**src/rtl/knn_panel_ctrl.sv**
```systemverilog
// Front-panel controller for the k-NN engine: debounces buttons, holds query and K selection,
// sequences the engine through a start/done handshake and shows class and latency on the LEDs.
module knn_panel_ctrl #(
   parameter int unsigned DEBOUNCE_CYCLES = 4,
   parameter int unsigned LAT_W           = 6
) (
   input  logic       clk,
   input  logic       reset,
   input  logic [7:0] switches,
   input  logic       btn_load_x,
   input  logic       btn_load_y,
   input  logic       btn_start,
   input  logic       btn_toggle_k,
   output logic [7:0] query_x,
   output logic [7:0] query_y,
   output logic       k_sel,
   output logic       eng_start,
   input  logic       eng_done,
   input  logic       eng_class,
   output logic       busy,
   output logic [7:0] leds
);

   localparam int unsigned NumBtn  = 4;
   localparam int unsigned BtnLdX  = 0;
   localparam int unsigned BtnLdY  = 1;
   localparam int unsigned BtnSt   = 2;
   localparam int unsigned BtnTgK  = 3;

   localparam logic [7:0]       DbMax  = 8'(DEBOUNCE_CYCLES);
   localparam logic [LAT_W-1:0] LatMax = '1;
   localparam logic [LAT_W-1:0] LatOne = LAT_W'(1);

   typedef enum logic [1:0] {
      StIdle,
      StLaunch,
      StRun
   } state_e;

   state_e            state;
   logic [NumBtn-1:0] btn_raw;
   logic [NumBtn-1:0] sync_a;
   logic [NumBtn-1:0] sync_b;
   logic [NumBtn-1:0] db_level;
   logic [NumBtn-1:0] db_prev;
   logic [NumBtn-1:0] press;
   logic [7:0]        db_cnt [NumBtn];
   logic [LAT_W-1:0]  lat_cnt;
   logic [LAT_W-1:0]  lat_inc;
   logic [LAT_W-1:0]  lat_led;
   logic              class_led;

   assign btn_raw = {btn_toggle_k, btn_start, btn_load_y, btn_load_x};

   // Two-flop synchronizers feeding saturating per-button debounce counters.
   always_ff @(posedge clk) begin
      if (reset) begin
         sync_a  <= '0;
         sync_b  <= '0;
         db_prev <= '0;
         for (int i = 0; i < NumBtn; i++) begin
            db_cnt[i] <= '0;
         end
      end else begin
         sync_a  <= btn_raw;
         sync_b  <= sync_a;
         db_prev <= db_level;
         for (int i = 0; i < NumBtn; i++) begin
            if (!sync_b[i]) begin
               db_cnt[i] <= '0;
            end else if (db_cnt[i] < DbMax) begin
               db_cnt[i] <= db_cnt[i] + 8'd1;
            end
         end
      end
   end

   // Level drops on the first low sample, not when the counter clears a cycle later.
   always_comb begin
      db_level = '0;
      for (int i = 0; i < NumBtn; i++) begin
         db_level[i] = sync_b[i] && (db_cnt[i] == DbMax);
      end
   end

   assign press   = db_level & ~db_prev;
   assign lat_inc = (lat_cnt == LatMax) ? lat_cnt : lat_cnt + LatOne;

   always_ff @(posedge clk) begin
      if (reset) begin
         state     <= StIdle;
         query_x   <= '0;
         query_y   <= '0;
         k_sel     <= 1'b0;
         eng_start <= 1'b0;
         busy      <= 1'b0;
         lat_cnt   <= '0;
         lat_led   <= '0;
         class_led <= 1'b0;
      end else begin
         unique case (state)
            StIdle: begin
               if (press[BtnLdX]) query_x <= switches;
               if (press[BtnLdY]) query_y <= switches;
               if (press[BtnTgK]) k_sel <= ~k_sel;
               if (press[BtnSt]) begin
                  lat_cnt   <= '0;
                  eng_start <= 1'b1;
                  busy      <= 1'b1;
                  state     <= StLaunch;
               end
            end
            StLaunch: begin
               lat_cnt <= lat_inc;
               if (!eng_done) begin
                  eng_start <= 1'b0;
                  state     <= StRun;
               end
            end
            StRun: begin
               lat_cnt <= lat_inc;
               if (eng_done) begin
                  class_led <= eng_class;
                  lat_led   <= lat_inc;
                  busy      <= 1'b0;
                  state     <= StIdle;
               end
            end
            default: begin
               eng_start <= 1'b0;
               busy      <= 1'b0;
               state     <= StIdle;
            end
         endcase
      end
   end

   assign leds = {lat_led, k_sel, class_led};

endmodule

```
**config.mk**
```make
export PLATFORM = sky130hd
export DESIGN_NAME = knn_panel_ctrl
export DESIGN_NICKNAME = d
export VERILOG_FILES = /design/src/rtl/knn_panel_ctrl.sv
export SDC_FILE = /design/constraint.sdc
export NUM_CORES = 1
export LEC_CHECK = 0
export CAP_MARGIN = 40
export CELL_PAD_IN_SITES_DETAIL_PLACEMENT = 0
export CELL_PAD_IN_SITES_GLOBAL_PLACEMENT = 1
export CORE_ASPECT_RATIO = 1.1
export CORE_UTILIZATION = 34
export CTS_CLUSTER_DIAMETER = 50
export DETAILED_ROUTE_END_ITERATION = 7
export PLACE_DENSITY = 0.73
export SYNTH_ARGS = -nofsm -noshare
export SYNTH_HDL_FRONTEND = slang
export SYNTH_SLANG_ARGS = --single-unit
```
**constraint.sdc**
```tcl
create_clock -name clk -period 4.26 [get_ports clk]
set_input_delay 1.065 -clock clk [delete_from_list [all_inputs] [get_ports clk]]
set_output_delay 1.065 -clock clk [all_outputs]
set_load 0.005 [all_outputs]
```
==> out/metrics.yaml <==
status: "complete, no violations"
slew_violations: 0
synthCells: 283
cap_violations: 0
dieHeight_um: 104
slowest_stage: "clkdlybuf4s50_1"
async_reset_ff_share_pct: 0
antenna_found_initial: 0
crit_path_start_kind: "input port"
clkSlewWorstSetupHoldPaths_ns: 0.08
clk_latency_ns: 0.35
synth.top_cell.area_share_pct: 30.0
grt_pass1_vias: 2128
synthesis.area_um2: 3200
dieArea_um2: 9810
multi_input_area_um2: 1290
drtPass1Iterations: 4
hp-class: "register to register"
synth_seq_area_share_pct: 58.7
postCtsSetupRepairBufs: 0
crit_type: "input port to register"
utilization_pct: 44.5
yosysTopAreaCell: "edfxtp_1"
drt-vias-per-instance: 4.72
end_kind: "register"
drt-initial-drc-count: 84
io_pins: 43
drive_gt1_share_pct: 7.65
p_total_w: 0.00139
worst_path_largest_cell_delay_ns: 0.43
p_per_area_nw_per_um2: 346
grt_use_total_pct: 13.1
ys_ff_latch: 78
crit_fanout: 16
period_needed_ns: 2.72
place.gp.congestion: 0.729
synth_cell_types: 46
gr-total-overflow: 0
grt_max_degree: 38
port_buffers: 42
max_clock_freq_mhz: 367
cts.htree.levels: 3
rows: 36
ys_top_cells_by_area: "edfxtp_1 (30%), dfxtp_1 (29%), mux2i_1 (5.3%)"
post_cts_resized: 0
fin_crit_sh_pct: 64.0
place_hpwl_mm: 4.07
drcViolationCount: 0
setup_viol: 0
cp.arrival_ns: 2.73
leakagePower_nw: 1.45
grt_pass1_wl_mm: 10.1
hold_violations: 0
nets: 376
avgRoutedWirePerCell_um: 12.5
wirelength_mm: 5.82
via_count: 2203
start_util_pct: 35.6
diodes: 0
vdd_drop_max_mv: 0.197
synth_edf_count: 32
finClkSkew_ns: 0.0102
ctsHoldBuffers: 0
syn_avg_cell_area_um2: 11.3
cts_tree: "built"
cp_top_family: "simple AND/OR/NAND/NOR gates"
maxSlewHeadroom_pct: 47.1
path_buf_inv: 2
core-area_um2: 9010
ant_nets: 0
cts_num_sinks: 78
area_delta_synth_final_pct: 25.2
cts_buffer_depth: 2
cp.required_ns: 4.27
setup_tns_ns: 0
yosys_warnings: 0
die_w_um: 94.5
synth_ff_type: "dfxtp_1"
path_cells: "clkdlybuf4s50_1 > inv_1 > nand2_1 > or3_1 > nand3_1"
cts-buffers-inserted: 9
cts_root_buffer: "clkbuf_8"
fill_cells: 889
ff_latch_area_um2: 1880
worst_pin_slew_ns: 0.788
grt_setup_unrepaired: "no"
## flip-flops by register name, indices dropped and copies added, names as in the netlist, 4 cells and up
| signal | cells |
|---|---|
| lat_cnt | 6 |
| sync_b | 4 |
| lat_led | 6 |
| db_cnt | 32 |
| db_prev | 4 |
| sync_a | 4 |
| query_x | 8 |
| query_y | 8 |
## path summary, 6_finish.rpt
kind                 from            to  slack, ns  depth (start not counted)
min             sync_a[0]     sync_b[0]       0.44                          1
max reg2reg  db_cnt[3][6]  db_cnt[3][1]       2.05                          4
min reg2reg     sync_a[0]     sync_b[0]       0.44                          1
max                 reset  db_cnt[3][1]       1.54                          5
## routing by layer
metal | global-route usage [%] | part of all wire [%]
met1 | 17.4 | 49
met2 | 20.5 | 46
met3 | 3.16 | 3.1
met5 | 0 | 0
met4 | 5.19 | 1.2
## worst reg2reg max path, cell delays in order (launching register included)
cell,delay (ns)
edfxtp_1,0.37
or4_1,0.55
or2_2,0.32
or3_1,0.34
nand3_1,0.30
## kinds of logic (layout without fill, tap and decap cells)
kind of cell	after synthesis	in the layout	share of synthesized area, %
other	1	20	0.117
DFF	78	78	58.7
buffers and inverters	24	75	3.05
adders and majority gates	12	12	4.69
xor gates and xnor gates	1	1	0.273
and+or+nand+nor	110	110	19.0
AOI/OAI and AO/OA	40	40	8.83
muxes	17	17	5.31
## layout by cell type, fill, tap and decap left out, types with 9 or more instances in the layout
cell type	synthesis	layout
nand2_1	20	20
nor3_1	11	11
conb_1	1	20
nor2b_1	11	11
and2_1	11	11
ha_1	12	12
clkbuf_8	0	9
edfxtp_1	32	32
a21oi_1	11	11
clkdlybuf4s50_1	0	42
mux2i_1	17	17
inv_1	14	14
nor2_1	26	26
dfxtp_1	46	46
## synth_stat cells, types with 5 or more instances
cell type	number
nand2_1	20
nor4_1	6
nor2b_1	11
mux2i_1	17
a21oi_1	11
dfxtp_1	46
a31oi_1	5
and2_1	11
edfxtp_1	32
inv_1	14
o21ai_0	5
nor3_1	11
clkbuf_1	6
ha_1	12
nor2_1	26
## final cells by class
class                           count  share of cell area (%)
Clock buffer                       10                    3.71
Clock inverter                      6                    1.19
Inverter                           14                    1.31
Multi-Input combinational cell    200                    32.3
Sequential cell                    78                    46.9
Tap cell                          114                    3.56
Timing Repair Buffer               45                    11.0
## power by group
part	internal (W)	switching (W)
combinational	0.0000203	0.0000225
clock	0.000255	0.000287
sequential	0.000794	0.00000855
total	0.00107	0.000318
## per-stage QoR
stage / cell area, um^2 / hold slack (ns) / std cells / worst slack (ns)
final: 4010 / 0.440 / 467 / 1.54
after global routing: 4010 / 0.464 / 467 / 1.39
after CTS: 4010 / 0.444 / 467 / 1.54
after detailed placement: 3810 / 0.425 / 451 / 1.17
after global placement: 3810 / 0.420 / 451 / 1.23
after floorplan: 3270 / 0.414 / 302 / 1.85
(Power assumes the default switching activity.)
